**src/rtl/l1_cache_pkg.sv**
```systemverilog
// Shared types for the core-to-L1 request path: command encoding and the
// request master's state encoding.
package l1_cache_pkg;

  localparam int CORE_CMND_WIDTH = 2;

  typedef enum logic [CORE_CMND_WIDTH-1:0] {
    CMD_RD    = 2'b00,
    CMD_WR    = 2'b01,
    CMD_FLUSH = 2'b10,
    CMD_RSVD  = 2'b11
  } core_cmd_e;

  typedef enum logic [1:0] {
    IDLE = 2'b00,
    REQ  = 2'b01,
    WAIT = 2'b10
  } l1_master_state_e;

  function automatic logic cmd_is_legal(input logic [CORE_CMND_WIDTH-1:0] cmd);
    return (cmd != CMD_RSVD);
  endfunction

endpackage

```
**src/rtl/l1_req_timeout_cnt.sv**
```systemverilog
// Outstanding-transaction watchdog: counts cycles while run is high and
// flags expiry on the final count. Used only when L1_REQ_TIMEOUT_EN is set.
module l1_req_timeout_cnt #(
  parameter int TIMEOUT_CYCLES = 256
) (
  input  logic clk,
  input  logic rst,
  input  logic clear,
  input  logic run,
  output logic expired
);

  localparam int CW = $clog2(TIMEOUT_CYCLES);
  localparam logic [CW-1:0] LAST = CW'(TIMEOUT_CYCLES - 1);

  logic [CW-1:0] count_r;

  // Saturate at LAST so a stalled abort cannot wrap back to zero.
  always_ff @(posedge clk) begin
    if (rst || clear) begin
      count_r <= '0;
    end else if (run && (count_r != LAST)) begin
      count_r <= count_r + CW'(1);
    end else begin
      count_r <= count_r;
    end
  end

  assign expired = run && (count_r == LAST);

endmodule

```
**src/rtl/l1_core_req_master.sv**
```systemverilog
// Core-side initiator of the core-to-L1 request interface, one transaction in
// flight. Optional watchdog abort is enabled by defining L1_REQ_TIMEOUT_EN.
module l1_core_req_master
  import l1_cache_pkg::*;
#(
  parameter int ADDR_WIDTH     = 32,
  parameter int DATA_WIDTH     = 32,
  parameter int TIMEOUT_CYCLES = 256
) (
  input  logic                       clk,
  input  logic                       rst,
  input  logic                       lsu_valid,
  output logic                       lsu_ready,
  input  logic [CORE_CMND_WIDTH-1:0] lsu_cmd,
  input  logic [ADDR_WIDTH-1:0]      lsu_addr,
  input  logic [DATA_WIDTH-1:0]      lsu_wdata,
  output logic                       lsu_rvalid,
  output logic [DATA_WIDTH-1:0]      lsu_rdata,
  output logic                       lsu_err,
  output logic                       req,
  output logic [CORE_CMND_WIDTH-1:0] cmd,
  output logic [ADDR_WIDTH-1:0]      addr,
  output logic [DATA_WIDTH-1:0]      wdata,
  input  logic                       req_ack,
  input  logic                       resp,
  input  logic [DATA_WIDTH-1:0]      rdata,
  output logic                       proto_err
);

  if (TIMEOUT_CYCLES < 2) begin : g_bad_timeout
    $error("TIMEOUT_CYCLES must be at least 2");
  end

  l1_master_state_e           state_r, state_nx;
  logic                       req_r, req_nx;
  logic [CORE_CMND_WIDTH-1:0] cmd_r, cmd_nx;
  logic [ADDR_WIDTH-1:0]      addr_r, addr_nx;
  logic [DATA_WIDTH-1:0]      wdata_r, wdata_nx;
  logic                       rvalid_r, rvalid_nx;
  logic [DATA_WIDTH-1:0]      lrdata_r, lrdata_nx;
  logic                       err_r, err_nx;
  logic                       proto_r, proto_nx;
  logic                       ready_r;
  // orphan_r remembers that a reset abandoned an in-flight transaction, so the
  // L1's late response is swallowed instead of being reported as spurious.
  logic                       orphan_r, orphan_nx;
  logic                       timeout_s;

`ifdef L1_REQ_TIMEOUT_EN
  logic enter_req_s;
  logic run_s;

  assign enter_req_s = (state_r == IDLE) && (state_nx == REQ);
  assign run_s       = (state_r == REQ) || (state_r == WAIT);

  l1_req_timeout_cnt #(
    .TIMEOUT_CYCLES(TIMEOUT_CYCLES)
  ) u_timeout (
    .clk    (clk),
    .rst    (rst),
    .clear  (enter_req_s),
    .run    (run_s),
    .expired(timeout_s)
  );
`else
  assign timeout_s = 1'b0;
`endif

  // Next-state and next-output decode.
  always_comb begin
    state_nx  = state_r;
    req_nx    = 1'b0;
    cmd_nx    = cmd_r;
    addr_nx   = addr_r;
    wdata_nx  = wdata_r;
    rvalid_nx = 1'b0;
    lrdata_nx = '0;
    err_nx    = 1'b0;
    proto_nx  = proto_r;
    orphan_nx = orphan_r;
    case (state_r)
      IDLE: begin
        if (resp) begin
          if (orphan_r) begin
            orphan_nx = 1'b0;
          end else begin
            proto_nx = 1'b1;
          end
        end else begin
          orphan_nx = orphan_r;
        end
        if (lsu_valid) begin
          if (cmd_is_legal(lsu_cmd)) begin
            state_nx  = REQ;
            req_nx    = 1'b1;
            cmd_nx    = lsu_cmd;
            addr_nx   = lsu_addr;
            wdata_nx  = lsu_wdata;
            orphan_nx = 1'b0;
          end else begin
            rvalid_nx = 1'b1;
            err_nx    = 1'b1;
          end
        end else begin
          state_nx = IDLE;
        end
      end
      REQ: begin
        req_nx = 1'b1;
        if (req_ack && resp) begin
          state_nx  = IDLE;
          req_nx    = 1'b0;
          rvalid_nx = 1'b1;
          lrdata_nx = (cmd_r == CMD_RD) ? rdata : '0;
        end else if (timeout_s) begin
          state_nx  = IDLE;
          req_nx    = 1'b0;
          rvalid_nx = 1'b1;
          err_nx    = 1'b1;
        end else if (req_ack) begin
          state_nx = WAIT;
          req_nx   = 1'b0;
        end else begin
          state_nx = REQ;
        end
      end
      WAIT: begin
        if (resp) begin
          state_nx  = IDLE;
          rvalid_nx = 1'b1;
          lrdata_nx = (cmd_r == CMD_RD) ? rdata : '0;
        end else if (timeout_s) begin
          state_nx  = IDLE;
          rvalid_nx = 1'b1;
          err_nx    = 1'b1;
        end else begin
          state_nx = WAIT;
        end
      end
      default: begin
        state_nx = IDLE;
      end
    endcase
  end

  // State and registered-output update.
  always_ff @(posedge clk) begin
    if (rst) begin
      state_r  <= IDLE;
      req_r    <= 1'b0;
      cmd_r    <= '0;
      addr_r   <= '0;
      wdata_r  <= '0;
      rvalid_r <= 1'b0;
      lrdata_r <= '0;
      err_r    <= 1'b0;
      proto_r  <= 1'b0;
      ready_r  <= 1'b1;
      orphan_r <= orphan_r | (state_r != IDLE);
    end else begin
      state_r  <= state_nx;
      req_r    <= req_nx;
      cmd_r    <= cmd_nx;
      addr_r   <= addr_nx;
      wdata_r  <= wdata_nx;
      rvalid_r <= rvalid_nx;
      lrdata_r <= lrdata_nx;
      err_r    <= err_nx;
      proto_r  <= proto_nx;
      ready_r  <= (state_nx == IDLE);
      orphan_r <= orphan_nx;
    end
  end

  assign lsu_ready  = ready_r;
  assign lsu_rvalid = rvalid_r;
  assign lsu_rdata  = lrdata_r;
  assign lsu_err    = err_r;
  assign req        = req_r;
  assign cmd        = cmd_r;
  assign addr       = addr_r;
  assign wdata      = wdata_r;
  assign proto_err  = proto_r;

endmodule

```
**config.mk**
```make
export PLATFORM = sky130hd
export DESIGN_NAME = l1_core_req_master
export DESIGN_NICKNAME = d
export VERILOG_FILES = /design/src/rtl/l1_cache_pkg.sv /design/src/rtl/l1_req_timeout_cnt.sv /design/src/rtl/l1_core_req_master.sv
export SDC_FILE = /design/constraint.sdc
export NUM_CORES = 1
export LEC_CHECK = 0
export CORE_MARGIN = 2
export CORE_UTILIZATION = 35
export DETAILED_ROUTE_END_ITERATION = 10
export PLACE_DENSITY = 0.77
export SETUP_SLACK_MARGIN = 0.2
export SYNTH_ARGS = -nofsm -noshare
export SYNTH_HDL_FRONTEND = slang
export SYNTH_SLANG_ARGS = --single-unit
```
**constraint.sdc**
```tcl
create_clock -name clk -period 1.78 [get_ports clk]
set_input_delay 0.267 -clock clk [delete_from_list [all_inputs] [get_ports clk]]
set_output_delay 0.267 -clock clk [all_outputs]
set_load 0.02 [all_outputs]
```
; ---- Word-level counts from Yosys, hierarchy flattened
; Index checks and enable logic that the tools add are counted.
[totals]
register_bits = 106
in_bits = 103
output_inout_bits = 103
elab_cells = 51
[classes]
eq_ne = 3
muxes = 25
n_bitwise = 3
n_reduce_logical = 9
[ops]
columns = op, n
row1 = 32-bit two-way mux, 3
row2 = 32-bit case mux with 2 select lines, 1
row3 = 1-bit two-way mux, 13
row4 = 2-bit two-way mux, 5
row5 = 2-bit logical NOT, 3
row6 = 2-bit case mux with 3 select lines, 1
row7 = 3-bit AND reduction, 2
row8 = 2-bit nonzero test, 2
row9 = 1-bit case mux with 3 select lines, 1
row10 = 2-bit by 1-bit == test with 1-bit output (second input constant), 1
row11 = 2-bit == test (second input constant), 1
row12 = 2-bit inequality test (second input constant), 1
row13 = 1-bit NOT, 2
row14 = 1-bit case mux with 2 select lines, 1
row15 = 2-bit OR reduction, 1
row16 = 1-bit logical AND, 1
row17 = 1-bit bitwise OR, 1

; ---- Depth between registers and ports, before layout
; Gate-level depths: netlist (run 1).
[logic_depth]
word_depth = 5
mapped_depth = 7

; ---- Worst setup path after synthesis (run 1)
; OpenSTA, ideal clock, no wires.
[synth_timing]
kind = register to register
start = register state_r[0]
end = register lrdata_r[10] (netlist: lsu_rdata[10])
setup_ps = 59
arrival_ps = 1659
t_required_ps = 1721
path_slack_ps = 62
path_stages_with_launch = 7
path_buffers = 1
period_less_slack_ps = 1718
cell_sequence = dfxtp_1 -> inv_1 -> ha_1 -> or4b_4 -> nor3b_4 -> buf_6 -> and2_1
[synth_via]
elab_chain_len = 2
word_cells_on_any_way = 3
cone_classes = eq/ne: 2 / mux: 1
[synth_rtl]
columns = item, line
row1 = from (decl), l1_core_req_master.sv:34  ; l1_master_state_e state_r, state_nx;
row2 = from (signal assigned), l1_core_req_master.sv:161  ; state_r <= state_nx;
row3 = 2-bit == test / 2-bit by 1-bit == test with 1-bit output (equally long branches), l1_core_req_master.sv:81  ; case (state_r)
row4 = 32-bit case mux with 2 select lines (*), l1_core_req_master.sv:81
row5 = to (signal assigned), l1_core_req_master.sv:167  ; lrdata_r <= lrdata_nx;
row6 = to (decl), l1_core_req_master.sv:40  ; logic [DATA_WIDTH-1:0] lrdata_r, lrdata_nx;
; Every way passes the cells marked *; elsewhere a longest branch is shown, timed or not.
; A chain may end at the register's enable or synchronous reset.

; ---- Worst setup path after layout (run 1)
[layout_timing]
start = register state_r[1]
end = register lrdata_r[29] (netlist: lsu_rdata[29])
; The elaborated chain is that of the path after synthesis.

==> results.md, run 1 <==
- Largest net degree at the start of global routing: 77
- HPWL Detailed: 7.70 mm
- Worst Path Buf+Inv: 3
- Achievable Freq: 558 MHz
- Fin area: 6220 µm²
- CP max stage cell: or4b_4
- Share of layout cells above drive strength 1: 0.0906
- Number of H-tree levels: 3
- Critical Path Fanout Max: 8
- Drt first pass iters: 4
- Startpoint types: register
- WP data arrival: 2.11 ns
- Post-synth top area cell: dfxtp_1
- Crit path kind: register to register
- Antenna diode count: 0
- Nets: 709
- PD cells: 793 nW/µm²
- Post-route antenna net violation count: 0
- Layout area overhead: 66.9%
- CTS tree: done
- Area share of the largest cell type after synthesis: 0.564
- RSZ-0062 raised after global routing: true
- Die height: 107 µm
- Crit path cell chain: inv_2, ha_4, or4b_4, nor3b_4, buf_6, buf_16, and2_4
- Post-Place Cell Area: 5930 µm²
- Worst Hold Class: primary input to register
- Main flop type after synthesis: dfxtp_1
- Fin. max-slew vios: 0
- GRT Overall Usage: 0.202
- Slowest cell delay on critical path: 0.46 ns
- Vias per cell: 5.00
- Pleak: 2.98 nW
- Tightest Pin Transition: 0.789 ns
- Post-Syn Area: 3730 µm²
- EDFF count, synth: 1
- # IOs: 206
- 1st-iter DRT viols: 215
- Final wirelength: 11.7 mm
- FP Rows: 37
- Distinct cells, synth: 27
- Slew headroom: 0.474
- Commonest cells in the synthesized netlist: dfxtp_1 (105), a21oi_1 (67), nand3_1 (64)
- Final setup violation count: 9
- Core Util, Final: 0.602
- Pre-CTS setup slack: 0.0153 ns
- Remaining DRCs: 0
- DR vias: 3718
- Async S/R FF share, synth: 0
- Fin. Hold Viols: 0
- Die width: 107 µm
- Clock sinks: 106
- Root buf cell: clkbuf_8
- Top post-synthesis cells by area: dfxtp_1 (56%), a21oi_1 (9.0%), nand3_1 (8.6%)
- Core Region: 10300 µm²
- Avg Cell Area, Syn: 9.15 µm²
- Synth Register Bits: 106
- Failing checks: setup timing
- Required time of the critical path: 2.10 ns
- Clk pin slew, worst setup/hold paths: 0.11 ns
- Hold buffer count at cts: 0
- Worst vdd ir: 0.494 mV
- Total CTS buffers: 9
- Inst Count DP: 719
- Total Die Area: 11500 µm²
- Initial antenna violation count: 0
- Syn nets: 514
- Drt wl/cell: 15.7 µm
- Crit-path leading delay family: simple AND/OR/NAND/NOR gates
- Initial Util: 0.361
- Status: complete, but fails checks
- Grt total ovfl: 0
- Vias in the first global route: 3757
- Global-route wire length before repair: 18.5 mm
- GPL Wtd Cong: 0.750
- Crit end category: register
- Clock Tree Buf Depth: 2
- Synth Warn #: 0
- Max cap viols: 0
- Max Clock Skew: 0.00945 ns
- Fillers: 866
- Fin crit share: 1.01
- Sequential area share after synthesis: 0.572
- Crit path time final: 1.79 ns
- Setup WS post-layout: -0.0130 ns
- Most numerous cell in the Yosys netlist: dfxtp_1
- I/O Buffers: 205
- Skew-Pair Late Insertion Delay: 0.36 ns
- Post-route insts no fill: 743
- Syn Inst Count: 407
through the flow:
| step | total power, mW | hold slack (ns) | TNS [ns] |
|---|---|---|---|
| CTS | 4.98 | 0.432 | -0.00201 |
| detailed placement | 3.59 | 0.465 | 0 |
| global route | 5.18 | 0.440 | -1.79 |
| finish | 4.93 | 0.454 | -0.0482 |
| global placement | 3.57 | 0.455 | 0 |
| floorplan | 3.03 | 0.394 | 0 |
layout by cell type, fill, tap and decap left out, types with 3 or more instances in the layout:
cell type,n
dfxtp_1,103
clkdlybuf4s50_1,103
dlygate4sd2_1,81
a21oi_1,66
nand3_1,64
o21ai_0,50
and2_1,24
dlymetal6s2s_1,20
o21ai_1,14
clkbuf_8,9
and2_4,8
buf_4,8
buf_12,6
nor2_1,5
nor3_1,3
ha_1,3
inv_8,3
repair_timing:
| action | in CTS | in global routing |
|---|---|---|
| pin swaps | 0 | 2 |
| resized for setup | 91 | 24 |
| setup endpoints to repair | 113 | 53 |
| gates cloned | 2 | 0 |
| endpoints found under the hold margin | 0 | 0 |
| setup buffers | 5 | 1 |
sequential cells by signal, summed over array words and instances, names as in the netlist:
name and flops:
addr 32, lsu_rdata 32, wdata 32, cmd 2, state_r 2, lsu_err 1, lsu_ready 1, lsu_rvalid 1
orphan_r 1, proto_err 1, req 1
path summary, 6_finish.rpt:
| kind | startpoint | cells after the start | to | slack [ns] |
|---|---|---|---|---|
| worst max-delay path | state_r[1] | 7 | lsu_rdata[29] | -0.01 |
| worst min-delay path | lsu_wdata[2] | 3 | wdata[2] | 0.45 |
| worst max register to register | state_r[1] | 7 | lsu_rdata[29] | -0.01 |
| worst min register to register | wdata[12] | 2 | wdata[12] | 0.48 |
where the power goes:
part	internal [mW]	switching [mW]
clock	0.549	0.895
sequential	2.49	0.0498
combinational	0.458	0.485
total	3.50	1.43
worst min-delay path, delay by kind of cell:
family	cells	cell delay (ns)
AOI/OAI and AO/OA	1	0.05
and+or+nand+nor	1	0.06
buffers and inverters	1	0.39
layout make-up:
class                   count  area (µm²)  share of cell area
clock inverters             7        67.6              0.0109
flip-flops and latches    106        2130               0.343
well taps                 136         170              0.0274
repair buffers            223        2250               0.362
clock buffers               9         124              0.0199
multi-input cells         259        1460               0.234
inverters                   3        11.3             0.00181
logic make-up (layout without fill, tap and decap cells):
kind of cell,count (synthesis),in the layout,share of synthesized area
AO/OA/AOI/OAI,137,137,0.189
buffers and inverters,42,242,0.0487
adder cells (fa/ha/maj),4,4,0.0134
flip-flops,106,106,0.572
AND/OR/NAND/NOR,118,118,0.176
per-layer routing:
metal | part of all wire | global-route usage | up-vias
met5 | 0 | 0 | -
met4 | 0.016 | 0.0751 | 0
met3 | 0.086 | 0.0571 | 16
met2 | 0.50 | 0.357 | 171
met1 | 0.40 | 0.229 | 1728
li1 | - | - | 1803
No activity file was read; power rests on OpenSTA's default activity.
==> run 2: changes to the inputs <==
--- a/config.mk
+++ b/config.mk
@@ -10,6 +10,7 @@
 export DETAILED_ROUTE_END_ITERATION = 10
 export PLACE_DENSITY = 0.77
 export SETUP_SLACK_MARGIN = 0.2
+export SLEW_MARGIN = 20
 export SYNTH_ARGS = -nofsm -noshare
 export SYNTH_HDL_FRONTEND = slang
 export SYNTH_SLANG_ARGS = --single-unit
==> results of run 2 <==
Final layout, timing and power as in run 1 (identical DEF).
